--- config.mk ---
export PLATFORM = sky130hd
export DESIGN_NAME = exec_controller_flat
export DESIGN_NICKNAME = d
export VERILOG_FILES = /design/src/rtl/exec_controller_if.sv /design/src/rtl/exec_controller.sv /design/src/flat_wrapper.sv
export SDC_FILE = /design/constraint.sdc
export NUM_CORES = 1
export LEC_CHECK = 0
export ABC_CLOCK_PERIOD_IN_PS = 3700
export CAP_MARGIN = 15
export CELL_PAD_IN_SITES_DETAIL_PLACEMENT = 1
export CELL_PAD_IN_SITES_GLOBAL_PLACEMENT = 1
export CORE_MARGIN = 4
export CORE_UTILIZATION = 36
export CTS_CLUSTER_DIAMETER = 40
export DETAILED_ROUTE_END_ITERATION = 16
export PLACE_DENSITY = 0.75
export SLEW_MARGIN = 20
export SYNTH_ARGS = -nofsm -noshare
export SYNTH_HDL_FRONTEND = slang
export SYNTH_SLANG_ARGS = --single-unit
--- constraint.sdc ---
create_clock -name clock -period 3.7 [get_ports clock]
set_input_delay 0.74 -clock clock [delete_from_list [all_inputs] [get_ports clock]]
set_output_delay 0.74 -clock clock [all_outputs]
set_load 0.01 [all_outputs]
--- src/rtl/exec_controller_if.sv ---
// Core-side bundle of the execution controller: breakpoint/PC/halt inputs
// coming from the core and the tick plus status outputs going back.
interface exec_controller_if #(
  parameter int ADDR_W = 32
);
  logic              bp_enable;
  logic [ADDR_W-1:0] bp_addr;
  logic [ADDR_W-1:0] pc;
  logic              halt_req;
  logic              cpu_enable;
  logic [1:0]        state;
  logic              halted;
  logic              bp_hit;
  logic [31:0]       tick_count;

  // Controller side: observes the core, issues ticks and status.
  modport master (
    input  bp_enable, bp_addr, pc, halt_req,
    output cpu_enable, state, halted, bp_hit, tick_count
  );

  // Core/board side: supplies PC and breakpoint setup, consumes ticks.
  modport slave (
    output bp_enable, bp_addr, pc, halt_req,
    input  cpu_enable, state, halted, bp_hit, tick_count
  );
endinterface

--- src/rtl/exec_controller.sv ---
// Execution controller: conditions the step button and run switch, then
// issues one-cycle clock-enable ticks to the core in RUN (divided rate),
// STEP (one tick per button press) or holds it in BREAK.
//
// Handshake: cpu_enable is a single-cycle qualifier with no back-pressure;
// the core advances exactly one instruction for every cycle it is high.
// The current FSM state is always visible on bus.state for checkers.
module exec_controller #(
  parameter int DEBOUNCE_CYCLES = 1000000,
  parameter int RUN_DIV         = 50000000,
  parameter int ADDR_W          = 32
) (
  input  logic              clock,
  input  logic              reset,
  input  logic              step_n,
  input  logic              run_sw,
  exec_controller_if.master bus
);

  localparam int DB_W = (DEBOUNCE_CYCLES > 1) ? $clog2(DEBOUNCE_CYCLES) : 1;
  localparam int PS_W = (RUN_DIV > 1) ? $clog2(RUN_DIV) : 1;
  localparam logic [DB_W-1:0] DB_LAST = DB_W'(DEBOUNCE_CYCLES - 1);
  localparam logic [PS_W-1:0] PS_LAST = PS_W'(RUN_DIV - 1);

  typedef enum logic [1:0] {
    S_IDLE  = 2'b00,
    S_RUN   = 2'b01,
    S_STEP  = 2'b10,
    S_BREAK = 2'b11
  } state_t;

  // Synchronizers (inactive values: step released = 1, run off = 0)
  logic step_s1_q, step_s1_d, step_s2_q, step_s2_d;
  logic run_s1_q, run_s1_d, run_s2_q, run_s2_d;

  // Debouncers
  logic            step_db_q, step_db_d;
  logic [DB_W-1:0] step_cnt_q, step_cnt_d;
  logic            run_db_q, run_db_d;
  logic [DB_W-1:0] run_cnt_q, run_cnt_d;
  logic            step_press;

  // Control state
  state_t          state_q, state_d;
  logic            ret_break_q, ret_break_d;
  logic [PS_W-1:0] presc_q, presc_d;
  logic            cpu_enable_q, cpu_enable_d;
  logic            bp_hit_q, bp_hit_d;
  logic [31:0]     tick_count_q, tick_count_d;

  logic [ADDR_W-1:0] pc_w, bp_w;
  logic              bp_match;

  assign pc_w     = bus.pc;
  assign bp_w     = bus.bp_addr;
  assign bp_match = bus.bp_enable && (pc_w == bp_w);

  // Two-flop synchronizer chains for the raw board inputs
  always_comb begin
    step_s1_d = step_n;
    step_s2_d = step_s1_q;
    run_s1_d  = run_sw;
    run_s2_d  = run_s1_q;
  end

  // Debounce: count consecutive cycles the synchronized value disagrees with
  // the accepted value; accept it on the edge the count completes.
  always_comb begin
    step_db_d  = step_db_q;
    step_cnt_d = '0;
    if (step_s2_q != step_db_q) begin
      if (step_cnt_q == DB_LAST) step_db_d = step_s2_q;
      else                       step_cnt_d = step_cnt_q + 1'b1;
    end
    run_db_d  = run_db_q;
    run_cnt_d = '0;
    if (run_s2_q != run_db_q) begin
      if (run_cnt_q == DB_LAST) run_db_d = run_s2_q;
      else                      run_cnt_d = run_cnt_q + 1'b1;
    end
  end

  // Press pulse fires on the edge the debounced button goes released->pressed
  assign step_press = step_db_q & ~step_db_d;

  // Mode FSM: next state, prescaler, tick and breakpoint flag
  always_comb begin
    state_d      = state_q;
    ret_break_d  = ret_break_q;
    presc_d      = presc_q;
    cpu_enable_d = 1'b0;
    bp_hit_d     = bp_hit_q;
    case (state_q)
      S_IDLE: begin
        if (run_db_q) begin
          state_d = S_RUN;
          presc_d = '0;
        end else if (step_press) begin
          state_d      = S_STEP;
          cpu_enable_d = 1'b1;
          ret_break_d  = 1'b0;
        end
      end
      S_RUN: begin
        if (!run_db_q) begin
          state_d = S_IDLE;
          presc_d = '0;
        end else if (presc_q == PS_LAST) begin
          presc_d = '0;
          if (bp_match) begin
            state_d  = S_BREAK;
            bp_hit_d = 1'b1;
          end else if (bus.halt_req) begin
            state_d  = S_BREAK;
            bp_hit_d = 1'b0;
          end else begin
            cpu_enable_d = 1'b1;
          end
        end else begin
          presc_d = presc_q + 1'b1;
        end
      end
      S_STEP: begin
        // A step never checks the breakpoint, so it can walk past one.
        state_d = ret_break_q ? S_BREAK : S_IDLE;
      end
      S_BREAK: begin
        if (!run_db_q) begin
          state_d  = S_IDLE;
          bp_hit_d = 1'b0;
        end else if (step_press) begin
          state_d      = S_STEP;
          cpu_enable_d = 1'b1;
          ret_break_d  = 1'b1;
        end
      end
      default: state_d = S_IDLE;
    endcase
  end

  // Tick counter advances on the same edge that raises cpu_enable (wraps)
  always_comb begin
    tick_count_d = tick_count_q + {31'd0, cpu_enable_d};
  end

  // State registers; reset drops cpu_enable immediately
  always_ff @(posedge clock or posedge reset) begin
    if (reset) begin
      step_s1_q    <= 1'b1;
      step_s2_q    <= 1'b1;
      run_s1_q     <= 1'b0;
      run_s2_q     <= 1'b0;
      step_db_q    <= 1'b1;
      step_cnt_q   <= '0;
      run_db_q     <= 1'b0;
      run_cnt_q    <= '0;
      state_q      <= S_IDLE;
      ret_break_q  <= 1'b0;
      presc_q      <= '0;
      cpu_enable_q <= 1'b0;
      bp_hit_q     <= 1'b0;
      tick_count_q <= '0;
    end else begin
      step_s1_q    <= step_s1_d;
      step_s2_q    <= step_s2_d;
      run_s1_q     <= run_s1_d;
      run_s2_q     <= run_s2_d;
      step_db_q    <= step_db_d;
      step_cnt_q   <= step_cnt_d;
      run_db_q     <= run_db_d;
      run_cnt_q    <= run_cnt_d;
      state_q      <= state_d;
      ret_break_q  <= ret_break_d;
      presc_q      <= presc_d;
      cpu_enable_q <= cpu_enable_d;
      bp_hit_q     <= bp_hit_d;
      tick_count_q <= tick_count_d;
    end
  end

  assign bus.cpu_enable = cpu_enable_q;
  assign bus.state      = state_q;
  assign bus.halted     = (state_q == S_BREAK);
  assign bus.bp_hit     = bp_hit_q;
  assign bus.tick_count = tick_count_q;

endmodule
--- src/flat_wrapper.sv ---
// flat-port wrapper written by rule: the top's interface ports become plain ports
module exec_controller_flat 
#(
  parameter int DEBOUNCE_CYCLES = 1000000,
  parameter int RUN_DIV         = 50000000,
  parameter int ADDR_W          = 32
)
  (clock, reset, step_n, run_sw, bus_bp_enable, bus_bp_addr, bus_pc, bus_halt_req, bus_cpu_enable, bus_state, bus_halted, bus_bp_hit, bus_tick_count);
  exec_controller_if #(.ADDR_W(ADDR_W)) bus_i ();
  input  logic clock;
  input  logic reset;
  input  logic step_n;
  input  logic run_sw;
  input wire logic [$bits(bus_i.bp_enable)-1:0] bus_bp_enable;
  input wire logic [$bits(bus_i.bp_addr)-1:0] bus_bp_addr;
  input wire logic [$bits(bus_i.pc)-1:0] bus_pc;
  input wire logic [$bits(bus_i.halt_req)-1:0] bus_halt_req;
  output wire logic [$bits(bus_i.cpu_enable)-1:0] bus_cpu_enable;
  output wire logic [$bits(bus_i.state)-1:0] bus_state;
  output wire logic [$bits(bus_i.halted)-1:0] bus_halted;
  output wire logic [$bits(bus_i.bp_hit)-1:0] bus_bp_hit;
  output wire logic [$bits(bus_i.tick_count)-1:0] bus_tick_count;
  assign bus_i.bp_enable = bus_bp_enable;
  assign bus_i.bp_addr = bus_bp_addr;
  assign bus_i.pc = bus_pc;
  assign bus_i.halt_req = bus_halt_req;
  assign bus_cpu_enable = bus_i.cpu_enable;
  assign bus_state = bus_i.state;
  assign bus_halted = bus_i.halted;
  assign bus_bp_hit = bus_i.bp_hit;
  assign bus_tick_count = bus_i.tick_count;
  exec_controller #(.DEBOUNCE_CYCLES(DEBOUNCE_CYCLES), .RUN_DIV(RUN_DIV), .ADDR_W(ADDR_W)) u_core (.clock(clock), .reset(reset), .step_n(step_n), .run_sw(run_sw), .bus(bus_i));
endmodule
==> results list, run 1 <==
- Run status: finished clean
* Count of nets after finishing: between 700 and 800
* Buffer count from post-CTS setup fixing: 0
- In the final layout, the share of cells above drive strength 1 is 0.0569.
* Hold Path Class: flop to flop
- Of the synthesized area, sequential elements account for 0.489.
* Effective utilization at floorplan: 0.368
- Across all layers, the routed design uses 4,499 vias.
* Max Freq: approximately 290 MHz
- In the global route stage, overall resource usage came out at 0.157.
- The congestion estimate from routability-driven global placement came to about 0.79.
- Number of register bits inferred by synthesis: roughly 110
- From left edge to right edge, the die measures 133 um.
- Routed length per instance: 15.5 um
* Leak pwr: ~3.0 nW
* Number of distinct library cells after synthesis: 44
* Global-route wire length before repair: 23.1 mm
- Setup CP Type: input pin to flop
- Count of final max-slew check failures: 0
- During placement, the flow inserted port buffers numbering around 110.
* Origin of the critical flop-to-flop path: u_core.presc_q[23]
* Count of inserted antenna diode cells: 0
- Entering global routing, the biggest net connects just under 70 pins.
- Met3 Resource Use GR: 0.0392
- The routed design could run at a clock period as short as 3.47 ns.
* Remaining global-route overflow: 0
- The wire-length estimate of the detail-placed layout is 10.4 mm.
- Syn_nets: roughly 640
* Max transition margin: 0.220
- On the final layout, the worst clock skew is just over 0.005 ns.
* Area inside the core boundary: 15,200 um2
- For this run, global-route usage on met2 was measured as 0.270.
* Biggest fanout along the worst timing path: 6
* Die Height: 133 um
- Area of the mapped netlist: roughly 5600 um2
- Across the run, the number of max-cap violations was 0.
* Area taken by multi-input logic gates: 2800 um2
- The worst-case IR drop observed on VDD is between 0.0002 and 0.00025 V.
- In this design, the stage delay of the slowest critical-path cell is around 0.43 ns.
- Cell chosen for the clock root: sky130_fd_sc_hd__clkbuf_16
* Number of non-filler instances in the completed layout: between 800 and 900
* Antenna violations before repair: 0
* Sequential Area: about 2700 um2
- Period Utilization, post-route: 0.937
* Master of the slowest instance on the critical path: sky130_fd_sc_hd__clkdlybuf4s50_1
- Tightest Pin Transition: about 1.1 ns
- Synthesis handed over a netlist of between 500 and 600 instances.
- After detailed routing, the number of remaining DRC violations is 0.
- Once placement finished, the instance area stood at slightly below 7000 um2.
* Met1 global-route usage: 0.199
- Counting both buffers and inverters, the worst setup path holds a total of 1.
- The startpoint identified for the worst hold timing path is u_core.run_s1_q.
- The finished cells cover a little over 7000 um2.
- STA classifies the critical path startpoint as an input pin.
- Counting the fill cells in the layout gives between 1,500 and 2,000.
- The via count of the first global-routing pass is 4,857.
- Layout area overhead: 28.6%
* Critical Path Sink Type: flop
* Number of placement rows: 45
- Averaged over all synthesized cells, the footprint is ~10 um2.
- Cell Pwr Density: between 300 and 400 nW/um2
- Unrepaired setup endpoints after global routing: no
* Remaining number of nets flagged by the antenna check after routing: 0
* Ports placed on the boundary: 107
- The routed design has around 14 mm of wire.
* Die footprint: between 15,000 and 20,000 um2
- Number of clock buffers inserted by TritonCTS: 9
* Crit path top cell by count: sky130_fd_sc_hd__ha_1
- Drt initial violations: ~130
- Most congested layer reported by global routing: met2
- Yosys warning total: 0
* CTS sink cnt: between 100 and 150
* Critical path data required time: ~4.0 ns
- The count of endpoints failing hold in the final timing report came to 0.
- CTS max path bufs: 2
- Startpoint of the most critical setup path: bus_bp_addr[13]
- Clock latency of the later-clocked register in the worst-skew pair: 0.34 ns
- The H-tree generated during clock tree synthesis spans 3 levels.
* Cell family with most CP delay: simple AND/OR/NAND/NOR gates
- Clock tree from TritonCTS: yes
* Endpoint arrival time on the critical path: 3.72 ns
- Setup violations remaining at the end of the flow were counted as 0.
- After clock tree synthesis, the clock-pin slew on the worst setup and hold paths is ~0.06 ns.
- List of cells traversed by the critical path: clkdlybuf4s50_1 > xor2_1 > nor4_1 > nand3_1 > o31ai_1 > nand2b_1 > a211oi_2 > ha_1 > ha_1 > nand2_1 > nor2_1 > and4_1 > nor2b_2 > nand4_1 > xnor2_1
- The first TritonRoute pass finished after 4 iterations.
- Counting tap cells, the placed design contains a total of roughly 860 instances.
- Avg Vias per Cell: slightly above 5
==> kinds of logic (layout without fill, tap and decap cells) <==
logic type | after synthesis | in the layout | synth area share
simple gates | 267 | 267 | 0.241
xor+xnor | 114 | 114 | 0.179
compound gates | 41 | 41 | 0.0459
flops | 109 | 109 | 0.489
buf+inv | 17 | 139 | 0.0139
fa+ha+maj | 10 | 10 | 0.0224
mux | 5 | 5 | 0.00962
==> layer usage <==
metal | wire length [um] | up-vias | share of wire
met5 | 0 | - | 0
met3 | 667 | 13 | 0.049
met1 | 6100 | 2214 | 0.45
li1 | - | 2167 | -
met4 | 138 | 0 | 0.010
met2 | 6640 | 105 | 0.49
==> where the power goes <==
part,leakage (nW),internal (mW),switching [mW]
sequential,1.50,1.20,0.00707
clock,0.125,0.457,0.411
combinational,1.42,0.0890,0.0640
total,3.04,1.74,0.482
==> flip-flops by register name, indices dropped and copies added, names as in the netlist, 2 cells and up <==
| signal | flops |
|---|---|
| u_core.bus.tick_count | 32 |
| u_core.bus.state | 2 |
| u_core.presc_q | 26 |
| u_core.step_cnt_q | 20 |
| u_core.run_cnt_q | 20 |
==> synthesized netlist by cell type <==
cell                         n  share of area
sky130_fd_sc_hd__dfrtp_1   106           0.47
sky130_fd_sc_hd__nor2_1     78          0.052
sky130_fd_sc_hd__xor2_1     64           0.10
sky130_fd_sc_hd__xnor2_1    50          0.078
sky130_fd_sc_hd__nand2_1    49          0.033
sky130_fd_sc_hd__nand3_1    44          0.039
sky130_fd_sc_hd__nand4_1    21          0.024
sky130_fd_sc_hd__and3_1     20          0.022
sky130_fd_sc_hd__o21ai_0    20          0.018
sky130_fd_sc_hd__nor3_1     12          0.011
sky130_fd_sc_hd__nor4_1     12          0.013
sky130_fd_sc_hd__ha_1       10          0.022
sky130_fd_sc_hd__a21oi_1     8         0.0072
sky130_fd_sc_hd__and4_1      8          0.013
sky130_fd_sc_hd__inv_1       8         0.0054
sky130_fd_sc_hd__and2_1      5         0.0056
sky130_fd_sc_hd__clkbuf_1    4         0.0027
sky130_fd_sc_hd__dfstp_2     3          0.014
sky130_fd_sc_hd__mux2_2      3         0.0060
sky130_fd_sc_hd__nor2b_1     3         0.0034
sky130_fd_sc_hd__o31ai_1     3         0.0040
sky130_fd_sc_hd__a22o_1      2         0.0031
sky130_fd_sc_hd__a31oi_1     2         0.0022
sky130_fd_sc_hd__buf_2       2         0.0018
sky130_fd_sc_hd__mux2i_1     2         0.0036
sky130_fd_sc_hd__nand2b_1    2         0.0022
sky130_fd_sc_hd__nand4b_1    2         0.0031
sky130_fd_sc_hd__nor2_4      2         0.0040
sky130_fd_sc_hd__nor4b_1     2         0.0031
sky130_fd_sc_hd__or2_2       2         0.0022
sky130_fd_sc_hd__a211o_1     1         0.0016
sky130_fd_sc_hd__a211oi_1    1         0.0013
sky130_fd_sc_hd__a22o_2      1         0.0018
sky130_fd_sc_hd__a22oi_1     1         0.0013
sky130_fd_sc_hd__and3_2      1         0.0013
sky130_fd_sc_hd__buf_1       1        0.00067
sky130_fd_sc_hd__buf_4       1         0.0013
sky130_fd_sc_hd__buf_6       1         0.0020
sky130_fd_sc_hd__nor4_4      1         0.0038
sky130_fd_sc_hd__o31ai_4     1         0.0038
sky130_fd_sc_hd__o41ai_1     1         0.0016
sky130_fd_sc_hd__or3_1       1         0.0011
sky130_fd_sc_hd__or4_1       1         0.0013
sky130_fd_sc_hd__or4b_4      1         0.0025
==> repair_timing <==
action                                  4_1_cts  5_1_grt
pin swaps                                     0        0
hold endpoints to repair                      0        0
gates cloned                                  0        0
endpoints found under the setup margin        1        8
resized for setup                             1        2
hold buffers                                  0        0
==> final cells by class <==
cell class,instances,area share
Inverter,8,0.00452
Tap cell,188,0.0327
Clock inverter,2,0.00139
Sequential cell,109,0.380
Multi-Input combinational cell,437,0.389
Clock buffer,14,0.0339
Timing Repair Buffer,115,0.159
==> path summary, 6_finish.rpt <==
check                                                  to  slack, ns  cells after the start
worst max-delay path            u_core.bus.tick_count[28]       0.23                     15
worst min-delay path                      u_core.run_s2_q       0.36                      0
worst max register to register  u_core.bus.tick_count[22]       0.31                     13
worst min register to register            u_core.run_s2_q       0.36                      0
max in group asynchronous                u_core.step_s2_q       2.11                      3
min in group asynchronous            u_core.run_cnt_q[15]       0.79                      2
==> placed cells by master (no fill, tap or decap), drive strengths merged, types with 12 or more instances in the layout <==
cell and instances:
clkbuf 14, o21ai 20, nand2 49, xnor2 50
xor2 64, nor3 12, nor4 13, nand3 44
dfrtp 106, nor2 80, nand4 21, and3 21
clkdlybuf4s50 106
==> stage by stage <==
stage	total power [mW]	setup WS (ns)	util	TNS [ns]	hold slack, ns
2_1_floorplan	1.29	0.0910	-	0	0.331
3_3_place_gp	1.38	-0.147	0.455	-0.760	0.342
3_5_place_dp	1.39	-0.363	0.455	-2.73	0.345
4_1_cts	2.26	0.110	0.472	0	0.357
5_1_grt	2.32	0.0240	0.473	0	0.358
6_report	2.23	0.235	0.473	0	0.356
Power figures use the tool's default switching activity.
==> run 2: changes to the inputs <==
- ABC_CLOCK_PERIOD_IN_PS: 3700 -> 2900
- HOLD_SLACK_MARGIN: not set -> 0.02
- clock period: 3.7 -> 2.9 ns (I/O delays scaled with it)
==> run 2 against run 1 <==
Net effect:
- the flow now finishes with violations (setup timing)
- sequential cell count stayed put
- sequential share of layout area is 2.9 points lower
- sequential power grew 27%
- first-iteration DRC count rose by 73%
- clock power up 32%
- utilization up 4.0 points
- worst setup slack worse by 0.57 ns
- combinational power is 39% higher
- register-to-register slack worse by 0.65 ns
- count of clock-buffer cells in the layout fell by 1
- global-route usage increased by 1.7 points
- largest power group unchanged
==> results list, run 2 (synthesis results as in run 1) <==
* Run status: finished, violations left
- Violations in the final reports: setup timing
* Fraction of layout cells with a size suffix above 1: 0.167
- Number of port buffers: 106
- Count of final max-slew check failures: 0
* Area taken by multi-input logic gates: 2930 um2
* Critical path data required time: 3.13 ns
* Worst path max stage delay: approximately 0.55 ns
* Number of placement rows: 45
- Hold Path Class: flop to flop
- IR analysis of the VDD net gives a maximum drop of 0.000323 V.
* Half-perimeter wire length of the detailed placement result: roughly 11 mm
- Layout area overhead: 39.4%
- Vias in the first global route: between 5,000 and 6,000
- List of cells traversed by the critical path: or4_4 > nor2_4 > nand4_1 > nor2_2 > nor2_2 > a211oi_4 > ha_2 > ha_4 > nand2_4 > nor2_4 > and4_4 > nor2b_4 > nand4_1 > xnor2_1
- Post-detailed-routing wire length: ~15 mm
- Cts hold-fix bufs: 0
- Cell chosen for the clock root: sky130_fd_sc_hd__clkbuf_16
- Count of inserted antenna diode cells: 0
* Post-route setup slack: -0.339 ns
* Level count of the clock H-tree: 3
- Clock skew on the completed layout was measured at 0.0106 ns.
- For this block, the initial DRC count from the detailed router was 229.
- In the routed design, unresolved DRC markers number 0.
- Die footprint: between 15,000 and 20,000 um2
- The number of placed instances, taps included, is approximately 900.
- Power spread over the standard cell area amounts to roughly 370 nW/um2.
- Counting the fill cells in the layout gives 1,714.
- Summing over every cut layer, the via total after detailed routing is around 4,800.
* CTS max path bufs: 2
* Remaining number of nets flagged by the antenna check after routing: 0
- Antenna violations before repair: 0
* Die W: roughly 130 um
- Clock tree from TritonCTS: yes
- Commonest non-fill, non-tap cells in the layout: 106 x sky130_fd_sc_hd__dfrtp_1, 104 x sky130_fd_sc_hd__clkdlybuf4s50_1, 72 x sky130_fd_sc_hd__nor2_1
- Tightest Pin Transition: about 0.7 ns
- After clock tree synthesis, the clock-pin slew on the worst setup and hold paths is about 0.070 ns.
- Grouping stages by cell kind, the critical path spends the most delay in simple AND/OR/NAND/NOR gates.
* Biggest fanout along the worst timing path: 6
* Leak pwr: around 3.4 nW
* Clock latency of the later-clocked register in the worst-skew pair: 0.35 ns
* Critical Path Sink Type: flop
- Setup violations remaining at the end of the flow were counted as 24.
* Ports placed on the boundary: around 110
* Global-route wire length before repair: 25.4 mm
* Final Critical Period: approximately 3.2 ns
* Sort of element at the start of the critical path: flop
- Placer Congestion: between 0.7 and 0.8
* Die Height: about 130 um
* Max-cap violations: 0
* Flip-flop count of the largest register, all copies and words added: 32
- Sequential Area: around 2700 um2
* Effective utilization at floorplan: 0.368
- Number of clock buffers inserted by TritonCTS: 9
- Before antenna repair, the detailed router went through 4 iterations.
* Master of the slowest instance on the critical path: sky130_fd_sc_hd__or4_4
- For this run, the total global-route usage over all layers was measured as 0.173.
- Final standard cell utilization of the core: 0.513
- Together, buffers and inverters on the worst path number 0.
- After the last flow step, the layout net total stands at 819.
- Max transition margin: 0.526
- Dividing the detail-routed wire length by the instance count gives ~16 um.
* Number of non-filler instances in the completed layout: just over 900
- Endpoint arrival time on the critical path: 3.47 ns
* Avg Vias per Cell: 5.14
- Leaving out fill and tap cells, the most frequent cell in the layout is sky130_fd_sc_hd__dfrtp_1.
* CTS sink cnt: 109
- Global routing finished with a remaining overflow of 0.
- Final hold slack: approximately 0.34 ns
* Max Freq: roughly 310 MHz
- The core region is 15,200 um2.
* Worst Setup Slack post-DPL: -0.698 ns
- Number of endpoints with negative hold slack in the final report: 0
- Maximum number of pins on one net before global-route repair: 34
- Of the available clock period, the critical path in the final layout requires 1.12.
- Setup repair after global routing could not meet its margin everywhere.
- The critical path in this run is classified as flop to flop.
## run 2: what timing repair did
item,CTS,global route
resized for setup,13,16
pin swaps,24,14
setup endpoints to repair,25,25
buffers inserted,3,3
hold endpoints to repair,0,0
## run 2: final timing paths
path                                  startpoint                   endpoint  slack (ns)  cells after the start
max                        u_core.step_cnt_q[15]  u_core.bus.tick_count[22]       -0.34                     14
min                              u_core.run_s1_q            u_core.run_s2_q        0.34                      0
max reg2reg                u_core.step_cnt_q[15]  u_core.bus.tick_count[22]       -0.34                     14
min reg2reg                      u_core.run_s1_q            u_core.run_s2_q        0.34                      0
max in group asynchronous                  reset           u_core.step_s2_q        1.55                      3
min in group asynchronous                  reset        u_core.run_cnt_q[5]        0.68                      2
## run 2: area by class of cell
type | instances | share of cell area
clock buffer | 13 | 0.0308
clock inverter | 3 | 0.00273
inverter | 8 | 0.00433
multi-input combinational | 437 | 0.376
tap | 188 | 0.0302
sequential | 109 | 0.350
timing repair buffer | 174 | 0.205
## run 2: per-stage QoR
stage	area [um2]	TNS (ns)	total power, mW
detailed placement	7380	-15.80	1.78
floorplan	5640	-0.373	1.64
CTS	7710	-2.92	2.93
finish	7790	-5.88	2.90
global route	7790	-8.38	3.01
global placement	7380	-13.85	1.77
## run 2: routing by layer
layer  global-route usage  vias up  wire length [um]
met2                0.330       83              8370
met1                0.198     2404              6160
met5                    0        -                 0
met3               0.0304       14               519
li1                     -     2294                 -
met4               0.0479        0               200
## run 2: report_power, final
| part | internal, mW | switching, mW |
|---|---|---|
| clock | 0.587 | 0.560 |
| sequential | 1.53 | 0.00746 |
| combinational | 0.123 | 0.0897 |
| total | 2.24 | 0.657 |
